<file path="src/rtl/fir_pkg.sv">
// Shared types and constants for the FIR sample sequencer and its tap counter.
package fir_pkg;

  localparam int FIR_WORD_LENGTH = 16;
  localparam int FIR_TAPS        = 32;

  typedef enum logic [2:0] {
    IDLE,
    RUN,
    FLUSH,
    CAPTURE,
    OUTPUT
  } fir_seq_state_t;

  // Smallest width that can hold values 0..n-1; never below 1 bit.
  function automatic int CeilLog2(input int n);
    int r;
    r = 0;
    while ((1 << r) < n) r++;
    return (r < 1) ? 1 : r;
  endfunction

endpackage

</file>
<file path="src/rtl/fir_sample_sequencer_if.sv">
// Sample-in, MAC and result-out signal bundle of the FIR sample sequencer.
// master: the sequencer itself; slave: upstream/MAC/downstream environment.
interface fir_sample_sequencer_if
  import fir_pkg::*;
#(
  parameter int WORD_LENGTH = FIR_WORD_LENGTH
);
  logic [WORD_LENGTH-1:0] in_data;
  logic                   in_valid;
  logic                   in_ready;
  logic [WORD_LENGTH-1:0] mac_data;
  logic                   mac_enable;
  logic                   mac_sync_reset;
  logic [WORD_LENGTH-1:0] mac_result;
  logic [WORD_LENGTH-1:0] out_data;
  logic                   out_valid;
  logic                   out_ready;

  modport master (
    input  in_data, in_valid, mac_result, out_ready,
    output in_ready, mac_data, mac_enable, mac_sync_reset, out_data, out_valid
  );

  modport slave (
    output in_data, in_valid, mac_result, out_ready,
    input  in_ready, mac_data, mac_enable, mac_sync_reset, out_data, out_valid
  );
endinterface

</file>
<file path="src/rtl/fir_seq_counter.sv">
// Tap counter: synchronous clear, count enable, terminal-count flag at TAPS-1.
module fir_seq_counter
  import fir_pkg::*;
#(
  parameter int TAPS  = FIR_TAPS,
  parameter int WIDTH = CeilLog2(FIR_TAPS)
) (
  input  logic clk,
  input  logic reset,
  input  logic clear,
  input  logic en,
  output logic tc
);
  logic [WIDTH-1:0] cnt;

  assign tc = (cnt == WIDTH'(TAPS - 1));

  // Clear has priority so every sweep starts at tap 0; the last tap wraps to 0.
  always_ff @(posedge clk or posedge reset) begin
    if (reset)      cnt <= '0;
    else if (clear) cnt <= '0;
    else if (en)    cnt <= tc ? '0 : cnt + 1'b1;
  end
endmodule

</file>
<file path="src/rtl/fir_sample_sequencer.sv">
// FIR sample sequencer: holds one sample on the MAC input for exactly TAPS
// enabled cycles, strobes the MAC sync reset, captures the result and hands
// it downstream. Optional build macro FIR_SEQ_SAMPLE_COUNT_EN adds a 16-bit
// count of completed output handshakes on port sample_count.
module fir_sample_sequencer
  import fir_pkg::*;
#(
  parameter int WORD_LENGTH       = FIR_WORD_LENGTH,
  parameter int TAPS              = FIR_TAPS,
  parameter int NBITS_FOR_COUNTER = CeilLog2(TAPS)
) (
  input  logic                          clk,
  input  logic                          reset,
  fir_sample_sequencer_if.master        bus
`ifdef FIR_SEQ_SAMPLE_COUNT_EN
  ,
  output logic [15:0]                   sample_count
`endif
);
  fir_seq_state_t         state, state_nxt;
  logic [WORD_LENGTH-1:0] sample_reg;
  logic [WORD_LENGTH-1:0] out_reg;
  logic                   accept;
  logic                   tap_last;

  fir_seq_counter #(
    .TAPS  (TAPS),
    .WIDTH (NBITS_FOR_COUNTER)
  ) u_tap_cnt (
    .clk   (clk),
    .reset (reset),
    .clear (accept),
    .en    (state == RUN),
    .tc    (tap_last)
  );

  // State register.
  always_ff @(posedge clk or posedge reset) begin
    if (reset) state <= IDLE;
    else       state <= state_nxt;
  end

  // Next-state logic; one sweep of TAPS enables per accepted sample.
  always_comb begin
    state_nxt = state;
    accept    = 1'b0;
    unique case (state)
      IDLE:    if (bus.in_valid) begin
                 accept    = 1'b1;
                 state_nxt = RUN;
               end
      RUN:     if (tap_last) state_nxt = FLUSH;
      FLUSH:   state_nxt = CAPTURE;
      CAPTURE: state_nxt = OUTPUT;
      OUTPUT:  if (bus.out_ready) state_nxt = IDLE;
      default: state_nxt = IDLE;
    endcase
  end

  // Sample is latched only on acceptance and held for the whole sweep.
  always_ff @(posedge clk or posedge reset) begin
    if (reset)       sample_reg <= '0;
    else if (accept) sample_reg <= bus.in_data;
  end

  // The MAC registered its sum during FLUSH, so it is valid in CAPTURE.
  always_ff @(posedge clk or posedge reset) begin
    if (reset)                 out_reg <= '0;
    else if (state == CAPTURE) out_reg <= bus.mac_result;
  end

`ifdef FIR_SEQ_SAMPLE_COUNT_EN
  // Completed output handshakes, wrapping at 16 bits.
  always_ff @(posedge clk or posedge reset) begin
    if (reset)                                    sample_count <= '0;
    else if (state == OUTPUT && bus.out_ready)    sample_count <= sample_count + 16'd1;
  end
`endif

  // All outputs are state decodes or registers: no input-to-output paths.
  assign bus.in_ready       = (state == IDLE);
  assign bus.mac_enable     = (state == RUN);
  assign bus.mac_sync_reset = (state == FLUSH);
  assign bus.out_valid      = (state == OUTPUT);
  assign bus.mac_data       = sample_reg;
  assign bus.out_data       = out_reg;
endmodule

</file>
<file path="src/flat_wrapper.sv">
// flat-port wrapper written by rule: the top's interface ports become plain ports
module fir_sample_sequencer_flat import fir_pkg::*;
#(
  parameter int WORD_LENGTH       = FIR_WORD_LENGTH,
  parameter int TAPS              = FIR_TAPS,
  parameter int NBITS_FOR_COUNTER = CeilLog2(TAPS)
)
  (clk, reset, bus_in_data, bus_in_valid, bus_mac_result, bus_out_ready, bus_in_ready, bus_mac_data, bus_mac_enable, bus_mac_sync_reset, bus_out_data, bus_out_valid);
  fir_sample_sequencer_if #(.WORD_LENGTH(WORD_LENGTH)) bus_i ();
  input  logic clk;
  input  logic reset;
  input wire logic [$bits(bus_i.in_data)-1:0] bus_in_data;
  input wire logic [$bits(bus_i.in_valid)-1:0] bus_in_valid;
  input wire logic [$bits(bus_i.mac_result)-1:0] bus_mac_result;
  input wire logic [$bits(bus_i.out_ready)-1:0] bus_out_ready;
  output wire logic [$bits(bus_i.in_ready)-1:0] bus_in_ready;
  output wire logic [$bits(bus_i.mac_data)-1:0] bus_mac_data;
  output wire logic [$bits(bus_i.mac_enable)-1:0] bus_mac_enable;
  output wire logic [$bits(bus_i.mac_sync_reset)-1:0] bus_mac_sync_reset;
  output wire logic [$bits(bus_i.out_data)-1:0] bus_out_data;
  output wire logic [$bits(bus_i.out_valid)-1:0] bus_out_valid;
  assign bus_i.in_data = bus_in_data;
  assign bus_i.in_valid = bus_in_valid;
  assign bus_i.mac_result = bus_mac_result;
  assign bus_i.out_ready = bus_out_ready;
  assign bus_in_ready = bus_i.in_ready;
  assign bus_mac_data = bus_i.mac_data;
  assign bus_mac_enable = bus_i.mac_enable;
  assign bus_mac_sync_reset = bus_i.mac_sync_reset;
  assign bus_out_data = bus_i.out_data;
  assign bus_out_valid = bus_i.out_valid;
  fir_sample_sequencer #(.WORD_LENGTH(WORD_LENGTH), .TAPS(TAPS), .NBITS_FOR_COUNTER(NBITS_FOR_COUNTER)) u_core (.clk(clk), .reset(reset), .bus(bus_i));
endmodule
</file>
<file path="config.mk">
export PLATFORM = sky130hd
export DESIGN_NAME = fir_sample_sequencer_flat
export DESIGN_NICKNAME = d
export VERILOG_FILES = /design/src/rtl/fir_pkg.sv /design/src/rtl/fir_sample_sequencer_if.sv /design/src/rtl/fir_seq_counter.sv /design/src/rtl/fir_sample_sequencer.sv /design/src/flat_wrapper.sv
export SDC_FILE = /design/constraint.sdc
export NUM_CORES = 1
export LEC_CHECK = 0
export BUFFER_PORTS_ARGS = -buffer_cell sky130_fd_sc_hd__buf_2
export CORE_MARGIN = 4
export CORE_UTILIZATION = 46
export CTS_BUF_LIST = sky130_fd_sc_hd__clkbuf_8 sky130_fd_sc_hd__clkbuf_16
export DETAILED_ROUTE_END_ITERATION = 6
export PLACE_DENSITY = 0.76
export SYNTH_ARGS = -nofsm -noshare
export SYNTH_HDL_FRONTEND = slang
export SYNTH_HIERARCHICAL = 1
export SYNTH_SLANG_ARGS = --single-unit
export TNS_END_PERCENT = 20
</file>
<file path="constraint.sdc">
create_clock -name clk -period 2.3 [get_ports clk]
set_clock_uncertainty 0.15 [all_clocks]
set_input_delay 0.46 -clock clk [delete_from_list [all_inputs] [get_ports clk]]
set_output_delay 0.46 -clock clk [all_outputs]
set_load 0.05 [all_outputs]
</file>
Word-level counts from Yosys, hierarchy flattened

Cells that the tools add are included.

$add $sub $neg: 1
Eq/ne operators: 8
Reduce and logical (&&, ||, !) cells: 3
Muxes and demuxes: 9

Operators with widths:

| operator                                       | count |
|---|---|
| two-way mux 5 bit                              | 3 |
| one-hot mux 3 bit (5 select lines)             | 1 |
| two-way mux 3 bit                              | 3 |
| == test 3 x 2 -> 1 bit (second input constant) | 2 |
| adder 5 x 1 -> 5 bit (second input constant)   | 1 |
| == test 5 bit (second input constant)          | 1 |
| != test 2 bit (second input constant)          | 2 |
| == test 3 x 1 -> 1 bit (second input constant) | 1 |
| == test 3 bit (second input constant)          | 1 |
| logical NOT 3 bit                              | 1 |
| AND reduction 3 bit                            | 1 |
| two-way mux 1 bit                              | 2 |
| != test 2 x 1 -> 1 bit (second input constant) | 1 |
| nonzero test 2 bit                             | 1 |

Bits in registers: 40
Input port bits: 36
Output and inout port bits: 36
Logic and storage cells: 25

Depth between registers and ports, before layout

Word-level depth: 4
Mapped depth: 6
Depth with buffers taken out: 6

By module

Netlist, hierarchy kept.

By module, submodules not included:

| module               | times used | cells an instance | area each (um2) | sequential area each (um2) |
|---|---|---|---|---|
| fir_sample_sequencer | 1          | 87                | 1390.1          | 875.8 |
| fir_seq_counter      | 1          | 26                | 261.5           | 125.1 |

Worst setup path after synthesis

No wires, ideal clock.

Path type: flip-flop to flip-flop
Start point: register u_core.state[0]
End point: register u_core.u_tap_cnt.cnt[3]
Setup slack: -0.727 ns
Clock period less this slack: 3.027 ns
Data required time: 2.073 ns
Data arrival time: 2.800 ns
Path buffers: 1
Cell stages (with the launch flop): 6
Path through: dfrtp_1 > buf_2 > nor3b_1 > inv_2 > or4_1 > a21oi_1

Elaborated cells on any way between the ends: 5
Those cells by class: 1 x eq/ne; 2 x mux; 2 x reduce/logical

RTL lines:

| what                                | RTL line                   | source |
|---|---|---|
| start, declared                     | fir_sample_sequencer.sv:20 | `fir_seq_state_t state, state_nxt;` |
| start signal, assigned              | fir_sample_sequencer.sv:40 | `else state <= state_nxt;` |
| == test 3 x 1 -> 1 bit              | n/a                        |  |
| via bus_mac_enable                  | flat_wrapper.sv:18         | `output wire logic [$bits(bus_i.mac_enable)-1:0] bus_mac_enable;` |
| nonzero test 2 bit (no source line) | n/a                        |  |
| end signal, assigned                | fir_seq_counter.sv:22      | `else if (en) cnt <= tc ? '0 : cnt + 1'b1;` |
| end, declared                       | fir_seq_counter.sv:14      | `logic [WIDTH-1:0] cnt;` |

The timed path passes the listed nets, and every way through them passes these cells.
A chain may end at the register's enable or synchronous reset.

Worst setup path in the final report

Start point: register u_core.state[2]
End point: output bus_mac_enable

Word-level cells in the longest chain between the ends: 1

Ends and longest elaborated chain:

| what                   | RTL line                   | source |
|---|---|---|
| == test 3 x 1 -> 1 bit | fir_sample_sequencer.sv:82 | `assign bus.mac_enable = (state == RUN);` |
| end, declared          | flat_wrapper.sv:18         |  |

Every way passes these cells.

==> metrics <==
status finished, final reports clean; final worst path period share 92.4%; worst setup path startpoint u_core/state[2]$_DFFE_PP0P_; crit path max fanout 9; Slew Limit Fails 0; layout cells sized above 1 between 60% and 70%; Core ar. roughly 3400 µm²; normalized max-slew margin 70.3%; initial antenna violation count 0; cell count after synthesis 113; Syn-to-layout area delta 31.1%; routed vias/inst just under 5; Clock Path Buffers 2; WL/cell around 14 µm; CTS tree done; CP Class reg2out; Worst EP arrival approximately 1.5 ns; DIE HEIGHT between 60 and 70 µm; Sink Count 40; Iteration-0 DRC Markers 75; final wirelength about 3400 µm; drc violations 0; number of placement rows 21; CP Capture Type output pin; pin count of the biggest net entering global routing 36; worst-margin pin slew between 0.4 and 0.5 ns; Mapped Avg Cell Area ~15 µm²; Yosys reg bits 40; H-tree levels 2; Synth top area share 60.6%; post-synthesis sequential area ratio around three fifths; Vias 1147; Mapped Nets around 150; Finish-stage setup viols 0; grt ovf 0; dpl cell area 2060 µm²; Synth area leaders dfrtp_1, mux2_2, ha_1; Starting Density between 40% and 50%; Primary FF master, synth dfrtp_1; port buffer count around 70; synthesized area 1650 µm²; router iterations before antenna repair 4; DIE WIDTH 67.9 µm; Clock Tree Root clkbuf_8; first-pass GRT wire length between 5000 and 6000 µm; IO Pins between 70 and 80; hold_sp bus_mac_result[2]; Distinct cells, synth 26; Min-Delay Path Class in2reg; DP HPWL 2500 µm; die area roughly 4600 µm²; final worst path period need 2.13 ns; number of synthesized flops with an enable pin 0; Global Route Usage Sum 16.3%; Finished Cell Area roughly 2200 µm²; R2R Path Start u_core/u_tap_cnt/cnt[0]$_DFFE_PP0P_; fin nets 228; most common cell in the netlist dfrtp_1; Max Freq 470 MHz; clock buffer count from CTS 5; n_diodes 0; Clock transition at path regs around 0.07 ns; Max-cap violations 0; ANT nets after route 0; clock latency on the worst-skew pair 0.28 ns; post-synth top area cell dfrtp_1; number of synthesis warnings 6; Synth top cells by count dfrtp_1, mux2_2, a21oi_1; startpoint types flop; RePlAce Congestion roughly 0.83; WP data required 1.69 ns; asr flop ratio synth 100%; endpoints failing hold 0; RSZ-0062 raised after global routing false; number of global-route vias before repair 1225
==> routing by layer <==
layer / global-route usage, % / vias to the layer above / share of wire [%]
met2: 27.4 / 35 / 52
met5: 0 / - / 0
li1: - / 555 / -
met1: 19.2 / 555 / 41
met4: 5.21 / 0 / 0.33
met3: 6.24 / 2 / 6.2
==> state kept, by name, indices dropped and copies added (netlist names) <==
signal	cells
u_core/u_tap_cnt/cnt	5
u_core/state	3
u_core/bus.mac_data	16
u_core/bus.out_data	16
==> critical path, cell delays in order (launching register included) <==
cell     delay (ns)
dfrtp_1        0.52
nor3b_4        0.38
buf_2          0.33
==> logic make-up (layout without fill, tap and decap cells) <==
family	Yosys count	count (layout)	synth area share [%]
fa+ha+maj	2	2	1.51
compound gates	8	8	2.65
mux	34	34	23.0
flops	40	40	60.6
simple gates	21	21	9.24
buf+inv	8	86	2.95
==> final timing paths <==
path                                                       endpoint  slack, ns  cells after the start
worst max register to register  u_core/u_tap_cnt/cnt[3]$_DFFE_PP0P_       0.32                      5
min in group asynchronous       u_core/u_tap_cnt/cnt[2]$_DFFE_PP0P_       0.47                      3
worst min register to register   u_core/bus.out_data[9]$_DFFE_PP0N_       0.35                      1
max in group asynchronous        u_core/bus.out_data[8]$_DFFE_PP0N_       1.02                      4
worst min-delay path             u_core/bus.out_data[2]$_DFFE_PP0N_       0.25                      2
worst max-delay path                                 bus_mac_enable       0.17                      2
==> final cells by class <==
class                   count  area (µm²)
fillers                   266        1220
flip-flops and latches     40        1000
multi-input cells          65         618
repair buffers             75         388
clock buffers               6        82.6
well taps                  46        57.6
inverters                   3        11.3
clock inverters             2        7.51
==> cells in the final DEF (no fill, tap or decap), drive strengths merged <==
cell	n
inv	5
o21a	1
ha	2
a21oi	4
nor3b	3
nor2	3
or4b	1
mux2i	2
nand3b	2
nor3	3
and3	1
a31oi	1
clkbuf	6
nand2	2
mux2	32
nor4b	1
nand3	1
nand2b	1
dfrtp	40
and4bb	1
buf	74
or4	1
or3	1
o21ai	2
dlygate4sd3	1
==> through the flow <==
| step | setup WS (ns) | hold WS (ns) | instances | TNS (ns) | util [%] |
|---|---|---|---|---|---|
| after floorplan | -0.0447 | 0.0885 | 113 | -0.0874 | - |
| after global placement | 0.429 | 0.220 | 228 | 0 | 60.8 |
| after global routing | 0.0820 | 0.239 | 237 | 0 | 63.9 |
| after detailed placement | 0.339 | 0.229 | 228 | 0 | 60.8 |
| final | 0.174 | 0.254 | 237 | 0 | 63.9 |
| after CTS | 0.0674 | 0.241 | 237 | 0 | 63.7 |
==> what timing repair did <==
item	CTS	global route
endpoints found under the hold margin	5	0
setup buffers	0	0
hold buffers	1	0
setup endpoints to repair	0	1
resized for setup	0	1
Power is left out: the tool's default activity adds up to more than one toggle a clock period on the data nets, which glitch-free logic cannot reach.
